## src/rtl/afifo_wr_arbiter_if.sv

```systemverilog
// Producer-side bundle for the AFIFO write arbiter: NREQ valid/ready/last
// request lanes plus the single AFIFO write port (wpush/wdata/wfull).
// master = producers + FIFO environment, slave = the arbiter.
interface afifo_wr_arbiter_if #(
  parameter int NREQ     = 4,
  parameter int DATASIZE = 8
);
  logic [NREQ-1:0]               req_valid;
  logic [NREQ-1:0][DATASIZE-1:0] req_data;
  logic [NREQ-1:0]               req_last;
  logic [NREQ-1:0]               req_ready;
  logic                          wfull;
  logic                          wpush;
  logic [DATASIZE-1:0]           wdata;

  modport master (
    output req_valid, req_data, req_last, wfull,
    input  req_ready, wpush, wdata
  );

  modport slave (
    input  req_valid, req_data, req_last, wfull,
    output req_ready, wpush, wdata
  );
endinterface

```

## src/rtl/afifo_wr_arbiter.sv

```systemverilog
// Round-robin arbiter sharing the AFIFO write port between NREQ producers.
// A grant lasts one packet (ends on req_last) or MAX_BURST words, whichever
// comes first. One IDLE cycle is spent on every arbitration decision.

// Per-requester slice: gates the handshake and masks data/last so the top
// can merge all lanes with a plain OR.
module afifo_wr_arbiter_lane #(
  parameter int DATASIZE = 8
) (
  input  logic                sel,
  input  logic                busy,
  input  logic                valid,
  input  logic                last,
  input  logic                wfull,
  input  logic [DATASIZE-1:0] data,
  output logic                ready,
  output logic                push,
  output logic                last_m,
  output logic [DATASIZE-1:0] data_m
);
  assign ready  = sel & busy & ~wfull;
  assign push   = ready & valid;
  assign last_m = sel & last;
  assign data_m = sel ? data : '0;
endmodule

module afifo_wr_arbiter #(
  parameter  int NREQ      = 4,
  parameter  int DATASIZE  = 8,
  parameter  int MAX_BURST = 8,
  localparam int IDW       = $clog2(NREQ)
) (
  input  logic               wclk,
  input  logic               wrst_n,
  afifo_wr_arbiter_if.slave  bus,
  output logic [IDW-1:0]     grant_id,
  output logic               busy
);

  typedef enum logic {IDLE, GRANT} state_t;

  state_t                        state, state_nxt;
  logic [IDW-1:0]                rr_ptr, rr_nxt, grant_nxt, pick, owner_inc;
  logic [7:0]                    burst_cnt, burst_nxt;
  logic [IDW:0]                  cand;
  logic                          any_valid, xfer, rel;
  logic [NREQ-1:0]               sel, ready_v, push_v, last_v;
  logic [NREQ-1:0][DATASIZE-1:0] data_v;
  logic [DATASIZE-1:0]           wdata_c;

  assign busy = (state == GRANT);

  // per-lane handshake gating; only the owner's lane can be non-zero
  for (genvar g = 0; g < NREQ; g++) begin : g_lane
    assign sel[g] = (grant_id == IDW'(g));
    afifo_wr_arbiter_lane #(.DATASIZE(DATASIZE)) u_lane (
      .sel    (sel[g]),
      .busy   (busy),
      .valid  (bus.req_valid[g]),
      .last   (bus.req_last[g]),
      .wfull  (bus.wfull),
      .data   (bus.req_data[g]),
      .ready  (ready_v[g]),
      .push   (push_v[g]),
      .last_m (last_v[g]),
      .data_m (data_v[g])
    );
  end

  // merge lanes; grant_id survives into IDLE, so wdata follows the last owner
  always_comb begin
    wdata_c = '0;
    for (int i = 0; i < NREQ; i++) wdata_c = wdata_c | data_v[i];
  end

  assign bus.req_ready = ready_v;
  assign bus.wpush     = |push_v;
  assign bus.wdata     = wdata_c;

  assign xfer      = bus.wpush;
  assign rel       = xfer & ((|last_v) | (burst_cnt == 8'(MAX_BURST - 1)));
  assign any_valid = |bus.req_valid;
  assign owner_inc = (grant_id == IDW'(NREQ - 1)) ? '0 : grant_id + 1'b1;

  // round-robin search upward from rr_ptr with wrap; lowest offset wins
  always_comb begin
    pick = rr_ptr;
    cand = '0;
    for (int k = NREQ - 1; k >= 0; k--) begin
      cand = {1'b0, rr_ptr} + (IDW + 1)'(k);
      if (cand >= (IDW + 1)'(NREQ)) cand = cand - (IDW + 1)'(NREQ);
      if (bus.req_valid[cand[IDW-1:0]]) pick = cand[IDW-1:0];
    end
  end

  // next-state: grant in IDLE, count/release in GRANT
  always_comb begin
    state_nxt = state;
    grant_nxt = grant_id;
    rr_nxt    = rr_ptr;
    burst_nxt = burst_cnt;
    case (state)
      IDLE: begin
        if (any_valid) begin
          grant_nxt = pick;
          burst_nxt = '0;
          state_nxt = GRANT;
        end
      end
      GRANT: begin
        if (xfer) burst_nxt = burst_cnt + 8'd1;
        if (rel) begin
          state_nxt = IDLE;
          rr_nxt    = owner_inc;
        end
      end
      default: state_nxt = IDLE;
    endcase
  end

  // state register, async active-low reset
  always_ff @(posedge wclk or negedge wrst_n) begin
    if (!wrst_n) begin
      state     <= IDLE;
      rr_ptr    <= '0;
      grant_id  <= '0;
      burst_cnt <= '0;
    end else begin
      state     <= state_nxt;
      rr_ptr    <= rr_nxt;
      grant_id  <= grant_nxt;
      burst_cnt <= burst_nxt;
    end
  end

endmodule

```

## src/flat_wrapper.sv

```systemverilog
// flat-port wrapper written by rule: the top's interface ports become plain ports
module afifo_wr_arbiter_flat 
#(
  parameter  int NREQ      = 4,
  parameter  int DATASIZE  = 8,
  parameter  int MAX_BURST = 8,
  localparam int IDW       = $clog2(NREQ)
)
  (wclk, wrst_n, grant_id, busy, bus_req_valid, bus_req_data, bus_req_last, bus_wfull, bus_req_ready, bus_wpush, bus_wdata);
  afifo_wr_arbiter_if #(.NREQ(NREQ), .DATASIZE(DATASIZE)) bus_i ();
  input  logic wclk;
  input  logic wrst_n;
  output logic [IDW-1:0] grant_id;
  output logic busy;
  input wire logic [$bits(bus_i.req_valid)-1:0] bus_req_valid;
  input wire logic [$bits(bus_i.req_data)-1:0] bus_req_data;
  input wire logic [$bits(bus_i.req_last)-1:0] bus_req_last;
  input wire logic [$bits(bus_i.wfull)-1:0] bus_wfull;
  output wire logic [$bits(bus_i.req_ready)-1:0] bus_req_ready;
  output wire logic [$bits(bus_i.wpush)-1:0] bus_wpush;
  output wire logic [$bits(bus_i.wdata)-1:0] bus_wdata;
  assign bus_i.req_valid = bus_req_valid;
  assign bus_i.req_data = bus_req_data;
  assign bus_i.req_last = bus_req_last;
  assign bus_i.wfull = bus_wfull;
  assign bus_req_ready = bus_i.req_ready;
  assign bus_wpush = bus_i.wpush;
  assign bus_wdata = bus_i.wdata;
  afifo_wr_arbiter #(.NREQ(NREQ), .DATASIZE(DATASIZE), .MAX_BURST(MAX_BURST)) u_core (.wclk(wclk), .wrst_n(wrst_n), .bus(bus_i), .grant_id(grant_id), .busy(busy));
endmodule
```

## config.mk

```make
export PLATFORM = sky130hd
export DESIGN_NAME = afifo_wr_arbiter_flat
export DESIGN_NICKNAME = d
export VERILOG_FILES = /design/src/rtl/afifo_wr_arbiter_if.sv /design/src/rtl/afifo_wr_arbiter.sv /design/src/flat_wrapper.sv
export SDC_FILE = /design/constraint.sdc
export NUM_CORES = 1
export LEC_CHECK = 0
export ABC_AREA = 1
export CAP_MARGIN = 20
export CORE_MARGIN = 4
export CORE_UTILIZATION = 44
export DETAILED_ROUTE_END_ITERATION = 6
export PLACE_DENSITY_LB_ADDON = 0.12
export SETUP_SLACK_MARGIN = 0.3
export SYNTH_ARGS = -nofsm -noshare
export SYNTH_HDL_FRONTEND = slang
export SYNTH_SLANG_ARGS = --single-unit
```

## constraint.sdc

```tcl
create_clock -name wclk -period 2.7 [get_ports wclk]
set_clock_uncertainty 0.1 [all_clocks]
set_input_delay 0.54 -clock wclk [delete_from_list [all_inputs] [get_ports wclk]]
set_output_delay 0.54 -clock wclk [all_outputs]
set_load 0.005 [all_outputs]
```

==> run_results.csv, run 1 <==
group,metric,value,unit
status,status,"complete, no violations",
floorplan,initial_core_util,47.7,%
timing,drv_slew,0,
layout,finalNonFillerCells,291,
worst_setup_path,worstSetupPathType,"reg2out",
placed_design,port_buffers,58,
worst_setup_path,cp-startpoint,"u_core.grant_id[0]",
global_route,grt_max_degree,14,
synth,avgSynthCellArea,6.21,um^2
global_route,grt_pass1_vias,1276,
worst_setup_path,cp-end-kind,"output port",
cts,cts_hold_buffers,0,
cts,cts_tree,"built",
synth,ys_seq_area_share,26.6,%
worst_setup_path,path_depth,9,
global_route,antenna_found_initial,0,
worst_setup_path,r2r_start,"u_core.grant_id[0]",
route,drtIter0Drc,86,
worst_setup_path,r2r_slack,930,ps
timing,rsz0062_at_grt,"yes",
floorplan,rows,18,
synth,synth_cells,197,
worst_setup_path,crit_end,"bus_wpush",
global_route,overflow,0,
floorplan,core-area,2570,um^2
layout,nNetsFinal,310,
floorplan,chipWidth,60.7,um
placed_design,place_congestion,0.873,
placed_design,place_inst,280,
timing,tightest_slew,568,ps
timing,hold_violations,0,
pwr,vdd_drop_max,0.795,mV
layout,fillCellCount,213,
route,drc_errors,0,
pwr,power.leakage,0.000992,uW
synth,ys_ff_latch,13,
pwr,p_per_area,883,nW/um^2
worst_setup_path,rr_endpoint,"u_core.burst_cnt[1]",
worst_setup_path,max_stage_delay,420,ps
timing,setup_viol,0,
timing,finalCriticalPeriod,2310,ps
worst_setup_path,cp.arrival,1670,ps
route,drt_wl_total,3700,um
floorplan,die_h,60.7,um
cts,ctsLongestPathBuffers,2,
placed_design,hpwlAfterDp,2860,um
route,final_antenna_net_count,0,
synth,synth_area,1220,um^2
worst_setup_path,crit_family,"flip-flops",
worst_setup_path,path_max_fanout,5,
worst_setup_path,path_cells,"inv_2 > ha_2 > nand2_1 > nor2_1 > nand2_1 > nand2_2 > nor2_4 > inv_2 > dlygate4sd2_1",
cts,numCtsBuffers,3,
run,drv_cap,0,
route,via_per_inst,5.03,
cts,path_clk_slew,80,ps
global_route,track_usage,19.9,%
timing,tns,0,ps
synth,yosys_warnings,0,
route,post_drt_wl_per_cell,12.7,um
layout,final_util,75.1,%
worst_setup_path,required,2060,ps
synth,synth.distinct_cells,23,
timing,fmax,432,MHz
floorplan,io_pins,59,
layout,n_antenna_cell,0,
timing,finalCritPeriodShare,85.7,%
synth,syn_nets,245,
route,firstDrtPassIters,4,
layout,syn_to_final_growth,57.7,%
cts,clk-insertion-delay-late,280,ps
timing,relSlewSlack,62.0,%
cts,cts_htree_levels,1,
worst_setup_path,cp_slowest_cell,"dfrtp_1",
floorplan,dieArea,3690,um^2
worst_setup_path,critPathBufInv,3,
global_route,grt_pass1_wl,5620,um
cts,cts_sinks,13,
route,via_count,1465,
cts,cts_root_buf,"clkbuf_4",
worst_setup_path,ff2ff_path_depth,11,
hold_path,min_path_type,"reg2reg",
layout,final_layout_size_suffix_gt1_share,13.0,%
worst_setup_path,start_kind,"flip-flop",
-- logic make-up after synthesis --
kind of cell / count (synthesis) / synth area share (%)
and+or+nand+nor: 122 / 42.9
buffers and inverters: 35 / 14.0
AOI/OAI and AO/OA: 20 / 9.92
DFF: 13 / 26.6
adders and majority gates: 5 / 5.11
xor gates and xnor gates: 2 / 1.43
-- flip-flops by register name (all words and copies together), names as in the netlist --
signal	flops
u_core.grant_id	2
u_core.rr_ptr	2
u_core.burst_cnt	8
u_core.busy	1
-- cell usage after synthesis --
library cell / instances / area share, %
ha_1: 5 / 5.1
buf_6: 3 / 2.8
nor2_4: 1 / 0.92
nor3_1: 1 / 0.41
nand3_1: 13 / 5.3
buf_2: 2 / 0.82
nand2_2: 2 / 1.0
dfrtp_1: 13 / 27
a22o_1: 2 / 1.4
o21ai_0: 8 / 3.3
nand4_1: 12 / 6.1
inv_1: 22 / 6.7
buf_4: 4 / 2.5
o22ai_1: 1 / 0.51
nand2_1: 79 / 24
nor2_1: 13 / 4.0
a21oi_4: 1 / 1.3
o21ai_1: 3 / 1.2
nand2_4: 1 / 0.92
a21oi_1: 4 / 1.6
a31oi_1: 1 / 0.51
inv_2: 4 / 1.2
xor2_1: 2 / 1.4
-- cell type report --
type	count	area, um^2	share of cell area [%]
multi-input combinational	149	752	39.0
timing repair buffer	69	687	35.6
sequential	13	328	17.0
inverter	26	97.6	5.06
tap	30	37.5	1.95
clock buffer	3	22.5	1.17
clock inverter	1	5.00	0.259
-- per-stage QoR --
step           hold WS, ps  total power, uW  worst slack, ps  area, um^2
2_1_floorplan          144             1070              775        1220
3_3_place_gp           391             1490             95.7        1800
3_5_place_dp           394             1500             59.4        1800
4_1_cts                404             1680              288        1870
5_1_grt                458             1880              261        1930
6_report               403             1700              387        1930
-- report_power, final --
| part | total [uW] | internal [uW] | switching [uW] |
|---|---|---|---|
| Clock | 120 | 54.9 | 65.2 |
| Sequential | 372 | 273 | 98.5 |
| Combinational | 1210 | 599 | 613 |
| Total | 1700 | 927 | 777 |
-- layer usage --
metal,routed length (um),track usage [%],up-vias
li1,-,-,754
met1,1640,27.2,658
met2,1780,32.4,49
met3,249,3.62,4
met4,33,5.57,0
met5,0,0,-
-- worst min path at each step --
stage | slack (ps) | from | to | cells past startpoint
2_1_floorplan | 140 | wrst_n | u_core.burst_cnt[0] | 0
3_3_place_gp | 390 | u_core.burst_cnt[0] | u_core.burst_cnt[0] | 1
3_5_place_dp | 390 | u_core.burst_cnt[0] | u_core.burst_cnt[0] | 1
4_1_cts | 400 | u_core.burst_cnt[0] | u_core.burst_cnt[0] | 1
5_1_grt | 460 | u_core.burst_cnt[0] | u_core.burst_cnt[0] | 1
6_report | 400 | u_core.burst_cnt[0] | u_core.burst_cnt[0] | 1
-- cell usage in the layout, fill, tap and decap left out, drive strengths merged, types with 7 or more instances in the layout --
master	instances
nand3	13
nor2	14
inv	26
nand2	82
buf	11
nand4	12
dlymetal6s2s	7
dfrtp	13
clkdlybuf4s50	47
o21ai	11
-- what timing repair did --
action,CTS,global route
setup buffers,3,4
endpoints found under the setup margin,10,10
resized for setup,14,11
pin swaps,2,2
(Power assumes the default switching activity.)
==> inputs of run 2 (changes only) <==
==> constraint.sdc (replaced) <==
create_clock -name wclk -period 2.7 [get_ports wclk]
set_clock_uncertainty 0.1 [all_clocks]
set_input_delay 0.54 -clock wclk [delete_from_list [all_inputs] [get_ports wclk]]
set_output_delay 0.54 -clock wclk [all_outputs]
set_load 0.02 [all_outputs]
==> run_results.csv, run 2 (synthesis gave the netlist of run 1 again) <==
group,metric,value,unit
route,drt_wl_total,3440,um
timing,rsz0062_at_grt,"no",
pwr,p_int,816,uW
layout,largest_register_ffs,8,
global_route,overflow,0,
pwr,swShare,52.2,%
timing,tightest_slew,579,ps
global_route,track_usage,18.7,%
timing,drv_slew,0,
global_route,grtUsageMet1,27.4,%
floorplan,initial_core_util,47.7,%
route,drc_errors,0,
global_route,antenna_found_initial,0,
route,via_per_inst,4.90,
placed_design,hpwlAfterDp,2780,um
cts,cts_hold_buffers,0,
pwr,p_per_area,938,nW/um^2
route,drtIter0Drc,36,
cts,cts_root_buf,"clkbuf_4",
pwr,clock_power_share,7.1,%
placed_design,port_buffers,58,
layout,syn_to_final_growth,48.6,%
layout,n_antenna_cell,0,
floorplan,die_h,60.7,um
global_route,grt_use_met3,3.40,%
timing,hold_violations,0,
route,via_count,1397,
worst_setup_path,cp.arrival,1650,ps
timing,relSlewSlack,61.3,%
route,post_drt_wl_per_cell,12.1,um
global_route,busiest_layer,"met2",
cts,path_clk_slew,80,ps
global_route,grt_max_degree,14,
timing,finalCriticalPeriod,2290,ps
placed_design,place_ws,31.3,ps
hold_path,min_path_type,"reg2reg",
floorplan,chipWidth,60.7,um
global_route,grt_pass1_vias,1165,
floorplan,dieArea,3690,um^2
floorplan,core-area,2570,um^2
cts,cts_tree,"built",
layout,finalNonFillerCells,285,
pwr,vdd_drop_max,0.745,mV
layout,max_flop_register,"u_core.burst_cnt",
cts,clk-insertion-delay-late,280,ps
timing,tns,0,ps
worst_setup_path,worstSetupPathType,"reg2out",
run,drv_cap,0,
layout,top_regs,"u_core.burst_cnt (8), u_core.grant_id (2), u_core.rr_ptr (2)",
floorplan,io_pins,59,
pwr,p_seq_share,22.1,%
cts,ctsLongestPathBuffers,2,
cts,cts_sinks,13,
placed_design,place_congestion,0.887,
timing,fmax,437,MHz
cts,cts_setup_buffers,0,
floorplan,rows,18,
layout,final_layout_size_suffix_gt1_share,10.6,%
route,firstDrtPassIters,4,
layout,fillCellCount,249,
pwr,design_power_total,1710,uW
worst_setup_path,cp-end-kind,"output port",
cts,cts_htree_levels,1,
layout,final_common_cell,"nand2_1",
global_route,grt_pass1_wl,5250,um
worst_setup_path,start_kind,"flip-flop",
timing,setup_viol,0,
pwr,p_comb_share,70.8,%
pwr,power.leakage,0.000912,uW
pwr,switchingPower,890,uW
route,final_antenna_net_count,0,
layout,nNetsFinal,304,
timing,fin_ws,412,ps
worst_setup_path,path_max_fanout,9,
cts,numCtsBuffers,3,
placed_design,place_inst,281,
worst_setup_path,required,2060,ps
status,status,"complete, no violations",
global_route,use_met2,28.4,%
layout,mostFrequentLayoutCells,"nand2_1 (79), clkdlybuf4s50_1 (45), inv_1 (22)",
timing,finalCritPeriodShare,84.7,%
run 2: cell types whose count changed in the layout (fill, tap and decap cells not counted), moves of 2 or more:
cell	delta
buf_6	-3
clkdlybuf4s15_1	+3
inv_2	-2
buf_4	-3
clkdlybuf4s50_1	-2
dlymetal6s2s_1	-6
ha_1	+3
inv_1	+2
clkbuf_2	+6
ha_2	-3
run 2: metal layers:
layer	vias up	routed length, um
met5	-	0
met4	0	33
met3	5	233
met2	43	1520
met1	604	1650
li1	745	-
run 2: final cells by class:
cell class	instances	area [um^2]	area share [%]
multi-input combinational	149	742	40.8
timing repair buffer	63	587	32.3
sequential	13	327	18.0
inverter	26	97.6	5.37
tap	30	37.5	2.06
clock buffer	3	22.5	1.24
clock inverter	1	5.00	0.275
run 2: metrics by stage:
stage                     hold slack, ps  utilization (%)  area, um^2
after CTS                            406             70.9        1820
after detailed placement             394             70.3        1810
after global routing                 430             70.8        1820
after global placement               391             70.3        1810
final                                408             70.8        1820
after floorplan                      144                -        1220
run 2: final timing paths:
path	startpoint	end	slack, ps	cells past startpoint
min in group asynchronous	wrst_n	u_core.burst_cnt[5]	520	1
max	u_core.grant_id[0]	bus_wdata[2]	410	6
max in group asynchronous	wrst_n	u_core.grant_id[0]	1560	1
min	u_core.burst_cnt[0]	u_core.burst_cnt[0]	410	1
max reg2reg	u_core.grant_id[0]	u_core.burst_cnt[1]	850	11
min reg2reg	u_core.burst_cnt[0]	u_core.burst_cnt[0]	410	1
run 2: power groups by stage:
stage	Combinational (uW)	Clock (uW)	Sequential (uW)
after floorplan	853	0	360
after global placement	1270	0	372
after detailed placement	1280	0	371
after CTS	1210	123	369
after global routing	1360	136	390
final	1210	121	377
run 2: what timing repair did:
item,4_1_cts,5_1_grt
gates resized for setup,13,19
pin swaps,0,0
setup endpoints to repair,13,10
run 2: critical path: stages, from the launching register on:
cell and delay (ps):
dfrtp_2 450, inv_1 120, ha_1 180, buf_4 170, nand2_1 60, nand4_1 80, clkdlybuf4s15_1 300
==> patch 1: new RTL, config.mk and constraints of run 2 <==
`DATASIZE` is set to 8 in 4 places; all go to 4.
--- a/src/rtl/afifo_wr_arbiter_if.sv
+++ b/src/rtl/afifo_wr_arbiter_if.sv
@@ -4,5 +4,5 @@
 interface afifo_wr_arbiter_if #(
   parameter int NREQ     = 4,
-  parameter int DATASIZE = 8
+  parameter int DATASIZE = 4
 );
   logic [NREQ-1:0]               req_valid;
--- a/src/rtl/afifo_wr_arbiter.sv
+++ b/src/rtl/afifo_wr_arbiter.sv
@@ -6,5 +6,5 @@
 // can merge all lanes with a plain OR.
 module afifo_wr_arbiter_lane #(
-  parameter int DATASIZE = 8
+  parameter int DATASIZE = 4
 ) (
   input  logic                sel,
@@ -27,5 +27,5 @@
 module afifo_wr_arbiter #(
   parameter  int NREQ      = 4,
-  parameter  int DATASIZE  = 8,
+  parameter  int DATASIZE  = 4,
   parameter  int MAX_BURST = 8,
   localparam int IDW       = $clog2(NREQ)
--- a/src/flat_wrapper.sv
+++ b/src/flat_wrapper.sv
@@ -3,5 +3,5 @@
 #(
   parameter  int NREQ      = 4,
-  parameter  int DATASIZE  = 8,
+  parameter  int DATASIZE  = 4,
   parameter  int MAX_BURST = 8,
   localparam int IDW       = $clog2(NREQ)
Ports: changed (resized bus_req_data and bus_wdata); port bits go from 59 to 39. The function was not compared with the original's and may differ.
==> patch 1 against run 2 <==
- total power down 15%
- sequential cell count is the same
- design area down 16%
- routed wire length is 7.8% lower
- area after synthesis decreased by 10%
- worst setup slack worse by 0.0067 ns
- die area down 9.1%
==> patch 1: results (changes against run 2) <==
=================================================================================
Outcome                                                              complete, no violations
Synth cell count leaders                                             65 x sky130_fd_sc_hd__nand2_1, 20 x sky130_fd_sc_hd__inv_1, 14 x sky130_fd_sc_hd__nor2_1, 13 x sky130_fd_sc_hd__dfrtp_1, 9 x sky130_fd_sc_hd__nand3_1
Static leakage                                                           0.771 nW   -15%
Fraction of final layout cells with drive strength greater than 1           10.9%   +0.31 points
Avg Inst Size Synth                                                     6.49 um^2   +4.4%
Vias per cell                                                                5.25   +7.0%
Biggest fanout along the worst timing path                                      4   -5
Pwr Total                                                               0.00144 W   -15%
Post-Layout Inst Area                                                   1530 um^2   -16%
WL final                                                                  3180 um   -7.8%
Vias                                                                         1254   -10%
Wire length on met1                                                       1390 um   -16%
Comb pwr                                                               0.000961 W   -21%
Count of input and output buffers                                              38   -34%
Starting DRT DRC Count                                                         40   +11%
Worst-Margin Slew                                                        0.572 ns   -0.00620 ns
Number of optimization iterations in the first detailed-route pass              5   +1
Number of global-route vias before repair                                    1195   +2.6%
Sequential portion of the cell area                                         21.3%   +3.4 points
DR WL met2                                                                1540 um   +1.0%
Buffers excl. clock                                                            43   -32%
Cell at the slowest stage of the critical path                       sky130_fd_sc_hd__clkdlybuf4s50_1
CTS resizes                                                                    10   -3
Detailed placement HPWL                                                   2570 um   -7.9%
Routed length on met3                                                      247 um   +6.0%
Placement Setup Slack                                                   0.0183 ns   -0.0130 ns
Final-layout clock-cell area share                                          1.80%   +0.28 points
Total GRT Usage                                                             19.3%   +0.59 points
Seq power                                                              0.000360 W   -5%
Worst supply voltage drop on vdd                                           692 uV   -7.2%
Final weighted congestion in routability-driven placement                   0.805   -9.3%
Distinct cell type count of the synthesized netlist                            26   +13%
Data-path buffer share of cell area in the final layout                     26.3%   -5.9 points
=================================================================================
[patch 1: cell types whose count changed in the layout (fill, tap and decap cells not counted), sizes merged, moves of 4 or more]
cell                  run 2  this run
clkbuf                    9         4
clkdlybuf4s50            45        29
dlygate4sd2               3         8
inv                      26        22
nand2                    82        68
nand4                    12         6
[patch 1: final timing paths]
path                                                 startpoint                         endpoint  slack [ns]  cells after the start
min in group asynchronous                                wrst_n  u_core.burst_cnt[4]$_DFFE_PN0P_        0.52                      1
worst max register to register   u_core.grant_id[0]$_DFFE_PN0P_     u_core.rr_ptr[0]$_DFFE_PN0P_        0.87                     11
worst min-delay path            u_core.burst_cnt[0]$_DFFE_PN0P_  u_core.burst_cnt[0]$_DFFE_PN0P_        0.42                      1
worst max-delay path                                  bus_wfull                 bus_req_ready[3]        0.41                      5
max in group asynchronous                                wrst_n   u_core.grant_id[0]$_DFFE_PN0P_        1.57                      1
worst min register to register  u_core.burst_cnt[0]$_DFFE_PN0P_  u_core.burst_cnt[0]$_DFFE_PN0P_        0.42                      1
[patch 1: worst max-delay path, delay by kind of cell]
family                 cells  cell delay [ns]
buffers and inverters      3             0.87
AND/OR/NAND/NOR            2             0.25
[patch 1: routing by layer]
metal,track usage [%],up-vias
met2,34.8,55
met5,0,-
met4,3.31,0
met1,23.0,579
met3,5.12,0
li1,-,620
[patch 1: kinds of logic (layout without fill, tap and decap cells)]
logic type / after synthesis / after routing / share of synthesized area (%)
adder cells (fa/ha/maj): 5 / 5 / 5.71
AND/OR/NAND/NOR: 103 / 103 / 41.0
XOR/XNOR: 3 / 3 / 2.40
flip-flops: 13 / 13 / 29.7
AO/OA/AOI/OAI: 18 / 18 / 10.3
buffers and inverters: 27 / 69 / 11.0
==> patch 2: new RTL, flow settings as in run 2 <==
Made on the original files. Compare `burst_cnt` against `8'(MAX_BURST - 1)` with >= in place of ==.
--- a/src/rtl/afifo_wr_arbiter.sv
+++ b/src/rtl/afifo_wr_arbiter.sv
@@ -79,5 +79,5 @@
 
   assign xfer      = bus.wpush;
-  assign rel       = xfer & ((|last_v) | (burst_cnt == 8'(MAX_BURST - 1)));
+  assign rel       = xfer & ((|last_v) | (burst_cnt >= 8'(MAX_BURST - 1)));
   assign any_valid = |bus.req_valid;
   assign owner_inc = (grant_id == IDW'(NREQ - 1)) ? '0 : grant_id + 1'b1;
Behaviour: no difference found for any inputs over 10 cycles, from zero or initial values and one cycle with wrst_n low; that may be too few to reach the edited logic, so the function may still have changed.
==> patch 2 against run 2 <==
- count of clock-buffer cells in the layout rose by 1
- worst hold slack got worse by 0.0011 ns
- routed wire length fell by 0.76%
- sequential cell count did not move
- design area rose by 4.1%
- total power rose by 1.7%
- area after synthesis rose by 3.6%
- worst setup slack got worse by 0.0063 ns
- cell count rose by 2.5%
- largest power group unchanged
==> patch 2: results (changes against run 2) <==
=================================================================================================================
Worst-Margin Slew                                                                                        0.561 ns   -0.0181 ns
Worst supply voltage drop on vdd                                                                           719 uV   -3.5%
Number of tap instances                                                                                        31   +3.3%
Starting DRT DRC Count                                                                                         51   +42%
Top FF cell, synth                                                                                   sky130_fd_sc_hd__dfrtp_1
Number of inserted filler cells in the final layout                                                           258   +3.6%
Fraction of final layout cells with drive strength greater than 1                                           11.1%   +0.52 points
Largest registers                                                                                    u_core.burst_cnt x8, u_core.grant_id x2, u_core.rr_ptr x2
Outcome                                                                                              complete, no violations
Final weighted congestion in routability-driven placement                                                   0.821   -7.4%
Biggest fanout along the worst timing path                                                                      5   -4
Multiplexer fraction of the synthesized cell area                                                              0%   unchanged
Area taken by multi-input logic gates                                                                    774 um^2   +4.4%
Fraction of the yosys area taken by sequential cells                                                        25.7%   -0.92 points
Fraction of area in multi-input gates                                                                       40.9%   +0.13 points
Number of global-route vias before repair                                                                    1181   +1.4%
Complex-gate fraction of the synthesized area                                                               5.73%   -4.2 points
Synthesized net count                                                                                         247   +0.82%
Data-path buffer share of cell area in the final layout                                                     33.4%   +1.1 points
Final nets                                                                                                    310   +2.0%
Layout clock buffer count                                                                                       4   +1
Detailed placement HPWL                                                                                   2740 um   -1.8%
Global-route wire length before repair                                                                    5130 um   -2.4%
Sequential portion of the cell area                                                                         17.3%   -0.70 points
Inverters                                                                                                      23   -12%
Post-synthesis cell count                                                                                     199   +1.0%
Routed wire per std cell                                                                                  11.7 um   -3.1%
Switching component of the power                                                                       0.000897 W   +0.81%
Buffers excl. clock                                                                                            67   +6.3%
Final-layout clock-cell area share                                                                          1.39%   -0.13 points
Standard cell area after detailed placement                                                             1880 um^2   +4.0%
Arithmetic-cell share of the synthesized area counting full adders, half adders and majority gates          4.94%   -0.18 points
Distinct cell type count of the synthesized netlist                                                            28   +22%
Number of sequential cells in the layout                                                                       13   unchanged
Synth cell count leaders                                                                             93 x sky130_fd_sc_hd__nand2_1, 20 x sky130_fd_sc_hd__inv_1, 13 x sky130_fd_sc_hd__dfrtp_1, 13 x sky130_fd_sc_hd__nand4_1, 10 x sky130_fd_sc_hd__nor2_1
Static leakage                                                                                           0.967 nW   +6.1%
Total GRT Usage                                                                                             18.0%   -0.65 points
=================================================================================================================
patch 2: routing by layer:
layer	global-route usage (%)	part of all wire (%)
met1	23.2	43
met2	29.4	42
met3	4.19	15
met4	6.36	0.56
met5	0	0
patch 2: path summary, 6_finish.rpt:
path	slack, ns	end	cells after the start
min reg2reg	0.41	u_core.burst_cnt[0]$_DFFE_PN0P_	1
max in group asynchronous	1.58	u_core.grant_id[0]$_DFFE_PN0P_	1
max reg2reg	0.87	u_core.burst_cnt[2]$_DFFE_PN0P_	12
min in group asynchronous	0.51	u_core.burst_cnt[4]$_DFFE_PN0P_	1
max	0.41	bus_wpush	9
min	0.41	u_core.burst_cnt[0]$_DFFE_PN0P_	1
patch 2: timing repair:
action / 4_1_cts / 5_1_grt
endpoints found under the hold margin: 0 / 0
gates resized for setup: 13 / 11
gates cloned: 0 / 0
endpoints found under the setup margin: 13 / 11
patch 2: power by group through the flow:
stage | sequential [W] | combinational [W] | clock (W)
after floorplan | 0.000346 | 0.000894 | 0
after global placement | 0.000355 | 0.00132 | 0
after detailed placement | 0.000359 | 0.00133 | 0
after CTS | 0.000356 | 0.00126 | 0.000126
after global routing | 0.000373 | 0.00140 | 0.000133
final | 0.000359 | 0.00125 | 0.000125
patch 2: worst max-delay path, cell delays in order (launching register included):
cell and delay, ns:
sky130_fd_sc_hd__dfrtp_2 0.45, sky130_fd_sc_hd__inv_1 0.11, sky130_fd_sc_hd__ha_1 0.17, sky130_fd_sc_hd__nand2_1 0.06
sky130_fd_sc_hd__nor2_1 0.13, sky130_fd_sc_hd__nand2_1 0.08, sky130_fd_sc_hd__nand2_2 0.12, sky130_fd_sc_hd__nor2_8 0.06
sky130_fd_sc_hd__inv_8 0.04, sky130_fd_sc_hd__clkbuf_2 0.15
